File: src/rtl/reaction_round_if.sv
// Signal bundle between the reaction round sequencer and the button/counter/display datapath.
// The sequencer connects through the slave modport; the datapath or stimulus side uses master.
interface reaction_round_if;
    logic        btn_go;
    logic [13:0] rand_val;
    logic [13:0] count_val;
    logic [1:0]  select;
    logic [13:0] target;
    logic        cnt_clr;
    logic        cnt_en;
    logic [2:0]  round_idx;
    logic [13:0] round_err;
    logic [15:0] total_err;
    logic [13:0] best_err;
    logic        done;

    modport master (
        output btn_go, rand_val, count_val,
        input  select, target, cnt_clr, cnt_en, round_idx,
        input  round_err, total_err, best_err, done
    );

    modport slave (
        input  btn_go, rand_val, count_val,
        output select, target, cnt_clr, cnt_en, round_idx,
        output round_err, total_err, best_err, done
    );
endinterface

File: src/rtl/reaction_round_sequencer.sv
// Multi-round reaction game controller: target latch, counting and scoring over NUM_ROUNDS rounds.
// Optional macro FALSE_START_EN: a press during the minimum SHOW dwell scores 9999 and skips COUNT.
//
// state   | meaning
// IDLE    | waiting for a press to start a game
// SHOW    | target displayed, minimum dwell running
// COUNT   | counter enabled, waiting for press or timeout
// SCORE   | one cycle, accumulate total and best error
// GAP     | pause between rounds
// DONE    | game over, results held until a press
module reaction_round_sequencer #(
    parameter int NUM_ROUNDS     = 3,
    parameter int GAP_TICKS      = 20000000,
    parameter int TIMEOUT_COUNT  = 9999,
    parameter int MIN_SHOW_TICKS = 50000000
) (
    input  logic              clk,
    input  logic              rst,
    reaction_round_if.slave   bus
);
    typedef enum logic [2:0] {
        S_IDLE, S_SHOW, S_COUNT, S_SCORE, S_GAP, S_DONE
    } state_t;

    localparam logic [13:0] ERR_MAX     = 14'd9999;
    localparam logic [13:0] TIMEOUT_VAL = 14'(TIMEOUT_COUNT);
    localparam logic [31:0] SHOW_LOAD   = 32'(MIN_SHOW_TICKS);
    localparam logic [31:0] GAP_LOAD    = 32'(GAP_TICKS);
    localparam logic [2:0]  LAST_ROUND  = 3'(NUM_ROUNDS - 1);

    state_t      state;
    logic        btn_q;
    logic [31:0] dwell_cnt;
    logic [31:0] gap_cnt;
    logic [1:0]  select;
    logic [13:0] target;
    logic        cnt_clr;
    logic        cnt_en;
    logic [2:0]  round_idx;
    logic [13:0] round_err;
    logic [15:0] total_err;
    logic [13:0] best_err;
    logic        done;

    logic        press;
    logic [13:0] abs_diff;
    logic [16:0] total_sum;

    // Map any 14-bit random value into the displayable 1000..9999 range
    function automatic logic [13:0] fold(input logic [13:0] r);
        logic [13:0] t;
        t = r;
        if (t < 14'd1000) t = t + 14'd1000;
        if (t > 14'd9999) t = t - 14'd7000;
        return t;
    endfunction

    always_comb begin
        press     = bus.btn_go & ~btn_q;
        abs_diff  = (bus.count_val >= target) ? (bus.count_val - target)
                                              : (target - bus.count_val);
        total_sum = {1'b0, total_err} + {3'b000, round_err};
    end

    always_ff @(posedge clk or posedge rst) begin
        if (rst) begin
            state     <= S_IDLE;
            btn_q     <= 1'b1;
            dwell_cnt <= '0;
            gap_cnt   <= '0;
            select    <= 2'd0;
            target    <= '0;
            cnt_clr   <= 1'b0;
            cnt_en    <= 1'b0;
            round_idx <= '0;
            round_err <= '0;
            total_err <= '0;
            best_err  <= ERR_MAX;
            done      <= 1'b0;
        end else begin
            btn_q   <= bus.btn_go;
            cnt_clr <= 1'b0;
            case (state)
                S_IDLE: begin
                    if (press) begin
                        state     <= S_SHOW;
                        select    <= 2'd1;
                        total_err <= '0;
                        round_idx <= '0;
                        target    <= fold(bus.rand_val);
                        dwell_cnt <= SHOW_LOAD;
                    end
                end
                S_SHOW: begin
                    if (dwell_cnt != 32'd0) dwell_cnt <= dwell_cnt - 32'd1;
                    if (press && dwell_cnt == 32'd0) begin
                        state   <= S_COUNT;
                        select  <= 2'd2;
                        cnt_clr <= 1'b1;
                        cnt_en  <= 1'b1;
                    end
`ifdef FALSE_START_EN
                    else if (press) begin
                        state     <= S_SCORE;
                        select    <= 2'd3;
                        round_err <= ERR_MAX;
                    end
`endif
                end
                S_COUNT: begin
                    // A press coincident with the timeout still earns its real error
                    if (press) begin
                        state     <= S_SCORE;
                        select    <= 2'd3;
                        cnt_en    <= 1'b0;
                        round_err <= abs_diff;
                    end else if (bus.count_val == TIMEOUT_VAL) begin
                        state     <= S_SCORE;
                        select    <= 2'd3;
                        cnt_en    <= 1'b0;
                        round_err <= ERR_MAX;
                    end
                end
                S_SCORE: begin
                    total_err <= total_sum[16] ? 16'hFFFF : total_sum[15:0];
                    if (round_err < best_err) best_err <= round_err;
                    gap_cnt <= GAP_LOAD;
                    state   <= S_GAP;
                end
                S_GAP: begin
                    if (gap_cnt <= 32'd1) begin
                        if (round_idx == LAST_ROUND) begin
                            state <= S_DONE;
                            done  <= 1'b1;
                        end else begin
                            state     <= S_SHOW;
                            select    <= 2'd1;
                            round_idx <= round_idx + 3'd1;
                            target    <= fold(bus.rand_val);
                            dwell_cnt <= SHOW_LOAD;
                        end
                    end else begin
                        gap_cnt <= gap_cnt - 32'd1;
                    end
                end
                S_DONE: begin
                    if (press) begin
                        state  <= S_IDLE;
                        select <= 2'd0;
                        done   <= 1'b0;
                    end
                end
                default: begin
                    state  <= S_IDLE;
                    select <= 2'd0;
                    cnt_en <= 1'b0;
                    done   <= 1'b0;
                end
            endcase
        end
    end

    assign bus.select    = select;
    assign bus.target    = target;
    assign bus.cnt_clr   = cnt_clr;
    assign bus.cnt_en    = cnt_en;
    assign bus.round_idx = round_idx;
    assign bus.round_err = round_err;
    assign bus.total_err = total_err;
    assign bus.best_err  = best_err;
    assign bus.done      = done;
endmodule

File: src/flat_wrapper.sv
// flat-port wrapper written by rule: the top's interface ports become plain ports
module reaction_round_sequencer_flat 
#(
    parameter int NUM_ROUNDS     = 3,
    parameter int GAP_TICKS      = 20000000,
    parameter int TIMEOUT_COUNT  = 9999,
    parameter int MIN_SHOW_TICKS = 50000000
)
  (clk, rst, bus_btn_go, bus_rand_val, bus_count_val, bus_select, bus_target, bus_cnt_clr, bus_cnt_en, bus_round_idx, bus_round_err, bus_total_err, bus_best_err, bus_done);
  reaction_round_if bus_i ();
  input  logic clk;
  input  logic rst;
  input wire logic [$bits(bus_i.btn_go)-1:0] bus_btn_go;
  input wire logic [$bits(bus_i.rand_val)-1:0] bus_rand_val;
  input wire logic [$bits(bus_i.count_val)-1:0] bus_count_val;
  output wire logic [$bits(bus_i.select)-1:0] bus_select;
  output wire logic [$bits(bus_i.target)-1:0] bus_target;
  output wire logic [$bits(bus_i.cnt_clr)-1:0] bus_cnt_clr;
  output wire logic [$bits(bus_i.cnt_en)-1:0] bus_cnt_en;
  output wire logic [$bits(bus_i.round_idx)-1:0] bus_round_idx;
  output wire logic [$bits(bus_i.round_err)-1:0] bus_round_err;
  output wire logic [$bits(bus_i.total_err)-1:0] bus_total_err;
  output wire logic [$bits(bus_i.best_err)-1:0] bus_best_err;
  output wire logic [$bits(bus_i.done)-1:0] bus_done;
  assign bus_i.btn_go = bus_btn_go;
  assign bus_i.rand_val = bus_rand_val;
  assign bus_i.count_val = bus_count_val;
  assign bus_select = bus_i.select;
  assign bus_target = bus_i.target;
  assign bus_cnt_clr = bus_i.cnt_clr;
  assign bus_cnt_en = bus_i.cnt_en;
  assign bus_round_idx = bus_i.round_idx;
  assign bus_round_err = bus_i.round_err;
  assign bus_total_err = bus_i.total_err;
  assign bus_best_err = bus_i.best_err;
  assign bus_done = bus_i.done;
  reaction_round_sequencer #(.NUM_ROUNDS(NUM_ROUNDS), .GAP_TICKS(GAP_TICKS), .TIMEOUT_COUNT(TIMEOUT_COUNT), .MIN_SHOW_TICKS(MIN_SHOW_TICKS)) u_core (.clk(clk), .rst(rst), .bus(bus_i));
endmodule
File: config.mk
export PLATFORM = sky130hd
export DESIGN_NAME = reaction_round_sequencer_flat
export DESIGN_NICKNAME = d
export VERILOG_FILES = /design/src/rtl/reaction_round_if.sv /design/src/rtl/reaction_round_sequencer.sv /design/src/flat_wrapper.sv
export SDC_FILE = /design/constraint.sdc
export NUM_CORES = 1
export LEC_CHECK = 0
export CORE_MARGIN = 2
export CORE_UTILIZATION = 52
export DETAILED_ROUTE_END_ITERATION = 8
export PLACE_DENSITY = 0.78
export SETUP_SLACK_MARGIN = 0.3
export SLEW_MARGIN = 15
export SYNTH_ARGS = -nofsm -noshare
export SYNTH_HDL_FRONTEND = slang
export SYNTH_SLANG_ARGS = --single-unit
File: constraint.sdc
create_clock -name clk -period 4.3 [get_ports clk]
set_clock_uncertainty 0.1 [all_clocks]
set_input_delay 0.645 -clock clk [delete_from_list [all_inputs] [get_ports clk]]
set_output_delay 0.645 -clock clk [all_outputs]
set_load 0.005 [all_outputs]
---- Word-level counts from Yosys, hierarchy flattened ----
Cells that the tools add are included.
word-level totals
  memories kept ........................... 0
  bits in writable memories ............... 0
  word-level logic and storage cells ...... 124
  memory bits (read-only) ................. 0
  output and inout port bits .............. 66
  bits in latches ......................... 0
  bits in registers ....................... 134
  input port bits ......................... 31
operators by class
  shifts and indexed selects .............. 0
  add/sub/neg operators ................... 9
  $mul .................................... 0
  order comparisons ....................... 6
  bitwise gates (word level) .............. 5
  equal/unequal tests ..................... 16
  multiplexer cells ....................... 54
  divide/modulo/power cells ............... 0
  reduce and logical (&&, ||, !) cells .... 21
operators with widths
  cell                                                   number
  two-way mux 14 bit                                     14
  two-way mux 32 bit                                     5
  case mux 32 bit (3 select lines)                       1
  case mux 32 bit (2 select lines)                       1
  subtractor 32 x 1 -> 32 bit, second input constant     2
  <= comparator 32 x 1 -> 1 bit, second input constant   1
  zero test 32 bit                                       1
  two-way mux 16 bit                                     2
  case mux 16 bit (2 select lines)                       1
  nonzero test 32 bit                                    1
  > comparator 14 bit, second input constant             2
  case mux 14 bit (2 select lines)                       1
  subtractor 14 x 13 -> 14 bit, second input constant    2
  subtractor 14 bit                                      2
  two-way mux 3 bit                                      9
  case mux 3 bit (6 select lines)                        1
  adder 16 x 14 -> 17 bit                                1
  adder 14 x 10 -> 14 bit, second input constant         1
  == test 14 bit, second input constant                  1
  greater-or-equal comparator 14 bit                     1
  < comparator 14 x 10 -> 1 bit, second input constant   1
  < comparator 14 bit                                    1
  two-way mux 2 bit                                      7
  inequality test 2 x 1 -> 1 bit, second input constant  6
  22 further kinds                                       46

---- Depth between registers and ports, before layout ----
  depth in word-level cells ............... 10
  mapped depth ............................ 13
  mapped depth without buffers ............ 12

---- Least setup slack after synthesis ----
OpenSTA, ideal clock, no wires.
  kind .................................... input to register
  start ................................... input port bus_count_val[2]
  end ..................................... register u_core.round_err[3] (netlist: u_core.bus.round_err[3])
  required time ........................... 4.041 ns
  path buffers ............................ 2
  setup slack ............................. 0.851 ns
  library setup time ...................... 0.159 ns
  stages .................................. 12
  arrival time ............................ 3.190 ns
  cell sequence ........................... ha_1 -> clkbuf_1 -> nor2b_1 -> o31a_1 -> o41ai_1 -> o31ai_1 -> o22ai_1 -> buf_2 -> mux2i_1 -> o211ai_1 -> xnor2_1 -> a21oi_1
between the ends
  cells in the longest elaborated chain, start to end .. 3
  elaborated cells on any way between the ends .. 8
  those cells by class .................... add/sub: 2; order compare: 1; eq/ne: 1; mux: 2; reduce/logical: 2
RTL lines
  element                                                           RTL line                         RTL
  start: declaration                                                flat_wrapper.sv:15               input wire logic [$bits(bus_i.count_val)-1:0] bus_count_val;
  subtractor 14 bit, or another cell as far along                   reaction_round_sequencer.sv:61   : (target - bus.count_val);
  two-way mux 14 bit / nonzero test 2 bit (equally long branches)   n/a
  two-way mux 14 bit / AND reduction 2 bit (equally long branches)  n/a
  end signal: assignment                                            reaction_round_sequencer.sv:116  round_err <= abs_diff;
  end: declaration                                                  reaction_round_sequencer.sv:40   logic [13:0] round_err;
Parallel ways exist; a longest one is shown, timed or not.
A chain may end at the register's enable or synchronous reset.

---- Worst setup path after layout ----
  start ................................... register u_core.gap_cnt[26]
  end ..................................... register u_core.dwell_cnt[28]
between the ends
  cells in the longest elaborated chain, start to end .. 3
RTL lines
  element                                   RTL line                         RTL
  start: declaration                        reaction_round_sequencer.sv:34   logic [31:0] gap_cnt;
  start signal: assignment                  reaction_round_sequencer.sv:143  gap_cnt <= gap_cnt - 32'd1;
  <= comparator 32 x 1 -> 1 bit             reaction_round_sequencer.sv:131  if (gap_cnt <= 32'd1) begin
  inequality test 2 x 1 -> 1 bit (no line)  n/a
  AND reduction 5 bit (no line)             n/a
  end signal: assignment                    reaction_round_sequencer.sv:95   if (dwell_cnt != 32'd0) dwell_cnt <= dwell_cnt - 32'd1;
  end: declaration                          reaction_round_sequencer.sv:33   logic [31:0] dwell_cnt;
No other way between the ends.

==> out/metrics.csv <==
metric;value;unit
number of flops mapped to enable cells by yosys;0;
dominant cells by area after synthesis;dfrtp_1 36%, ha_1 8.7%, xnor2_1 5.2%;
post-route ant nets;0;
CTS Buf Count;17;
power density cells;586.8;nW/um2
H-tree levels;4;
minimum clock period;3.614;ns
Area Overhead vs Synth;21.10;%
pin count of the biggest net entering global routing;85;
Mapped Cells;976;
Peak supply drop;0.0002783;V
synth unique cells;69;
top cells by count, synth;125 x dfrtp_1, 110 x nor2_1, 84 x nand2_1;
crit-path max FO;13;
Tightest Hold Check Type;reg2reg;
GRT Total Usage;23.02;%
Tcrit/Tclk final;84.04;%
Worst Hold Slack;0.3999;ns
Synth area leader;dfrtp_1;
WP data required;4.50;ns
io pins;97;
DRC violations left;0;
# diodes;0;
sequential share of the synthesized area;38.54;%
post-CTS setup buffer count;0;
gpl congestion;0.8972;
fmax;276.7;MHz
Synth top area share;35.83;%
number of hold buffers added after cts;0;
Max Buffers Root-to-Sink;2;
die area;17840;um2
count of input and output buffers;96;
Ys Warns;0;
Row Count;47;
Leak;4.485;nW
most numerous cell in the Yosys netlist;dfrtp_1;
syn nets;1071;
drt wl/cell;15.05;um
RSZ-0062 raised after global routing;no;
Post-CTS Resized;0;
total negative slack;0;ns
Worst Setup End Kind;register;
Final #Nets;1167;
Synth async-reset ratio;100.0;%
hpwl dp;14510;um
TritonCTS clock tree;built;
worst reg2reg path depth;9;
vias in the first global route;7057;
Synth Register Bits;134;
detailed-route via count;7368;
first-pass GRT wire length;33640;um
Congestion Overflow GR;0;
Worst setup SP type;register;
DRT Pass-1 Iters;5;
initial core utilization;52.83;%
Die Y;133.6;um
Reg clk slew, reported paths;0.06;ns
worst path arrival time;3.82;ns
core area;16520;um2
ys flop type;dfrtp_1;
status;complete, no violations;
Total Power;6.203;mW
Max Cap Viol;0;
syn avg cell area;8.944;um2
Setup Crit Path Kind;reg2reg;
initial antenna violation count;0;
CTS root buf;clkbuf_16;
Hold Path Depth;1;
Setup Viol. Count Final;0;
initial drt markers;411;
Post-Syn Area;8730;um2
Die Wd;133.6;um
fin. max-slew vios;0;
Via-to-Cell Ratio;5.646;
Final Hold Viols;0;
actual slew at the worst max-slew pin;1.116;ns
Slew Limit Headroom;25.62;%
layout cell share with drive strength beyond 1;9.309;%
Worst-Skew Late Latency;0.43;ns
WL final;19640;um
CTS sink count;134;
[critical path, stage by stage, from the launching register on]
cell	delay, ns
dfrtp_1	0.40
or4_1	0.60
nor4_1	0.30
nor4b_1	0.40
a21oi_1	0.42
or3_1	0.63
nor3_4	0.30
nand3_1	0.14
xor2_1	0.15
nor2_1	0.05
[cell usage in the layout (no fill, tap or decap), drive strengths merged, types with 6 or more instances in the layout]
cell	count
nand2	84
dfrtp	125
nand2b	8
xor2	31
or4	14
mux2	18
nand3	18
nor2	110
nand4	8
clkbuf	22
o22ai	6
inv	58
o211ai	6
o21ai	53
or3	17
o21a	6
or2	7
a21oi	76
dfstp	9
buf	13
ha	61
o31ai	10
a31oi	13
nor4	14
nor2b	17
clkdlybuf4s50	96
xnor2	52
nor3	34
a21o	12
mux2i	10
[kinds of logic (layout without fill, tap and decap cells)]
logic type	count (synthesis)	in the layout	synth area share, %
compound gates	226	226	16.18
fa+ha+maj	64	64	9.431
mux	28	28	3.469
simple gates	350	350	20.11
xor+xnor	83	83	8.327
buf+inv	91	200	3.942
flops	134	134	38.54
[power breakdown]
part,switching [mW],internal [mW]
logic,1.44,1.31
registers,0.384,1.60
clock network,0.563,0.904
total,2.39,3.81
[metrics by stage]
stage / instance area, um2 / utilization, % / cells / setup WS [ns]
floorplan: 8733 / - / 976 / 0.8513
global placement: 9975 / 60.36 / 1273 / 0.3580
detailed placement: 9975 / 60.36 / 1273 / 0.3051
CTS: 10570 / 63.97 / 1305 / 0.7137
global route: 10570 / 63.97 / 1305 / 0.3510
finish: 10570 / 63.97 / 1305 / 0.6863
[state kept, by name (all words and copies together), names as in the netlist, 2 cells and up]
name and count:
u_core.gap_cnt 32, u_core.bus.round_idx 3, u_core.state 3, u_core.bus.target 14, u_core.bus.total_err 16, u_core.dwell_cnt 32, u_core.bus.round_err 14, u_core.bus.best_err 14
u_core.bus.select 2
[area by class of cell]
cell class	instances	area, um2
well taps	220	275.3
inverters	59	225.2
clock buffers	22	474.2
multi-input cells	751	5039
fillers	1343	5953
clock inverters	10	122.6
flip-flops and latches	134	3364
repair buffers	109	1071
[final timing paths]
kind | start | endpoint | slack, ns
max | u_core.gap_cnt[26]$_DFFE_PP0P_ | u_core.dwell_cnt[28]$_DFFE_PP0P_ | 0.69
min in group asynchronous | rst | u_core.bus.cnt_clr$_DFF_PP0_ | 0.61
min reg2reg | u_core.gap_cnt[6]$_DFFE_PP0P_ | u_core.gap_cnt[6]$_DFFE_PP0P_ | 0.40
max reg2reg | u_core.gap_cnt[26]$_DFFE_PP0P_ | u_core.dwell_cnt[28]$_DFFE_PP0P_ | 0.69
min | u_core.gap_cnt[6]$_DFFE_PP0P_ | u_core.gap_cnt[6]$_DFFE_PP0P_ | 0.40
max in group asynchronous | rst | u_core.bus.best_err[2]$_DFFE_PP1P_ | 2.58
[layer usage]
layer,global-route usage [%],share of wire (%)
met3,4.566,4.8
met5,0,0
met2,36.40,47
met4,8.452,1.6
met1,31.58,46
No activity file was read; power rests on OpenSTA's default activity.
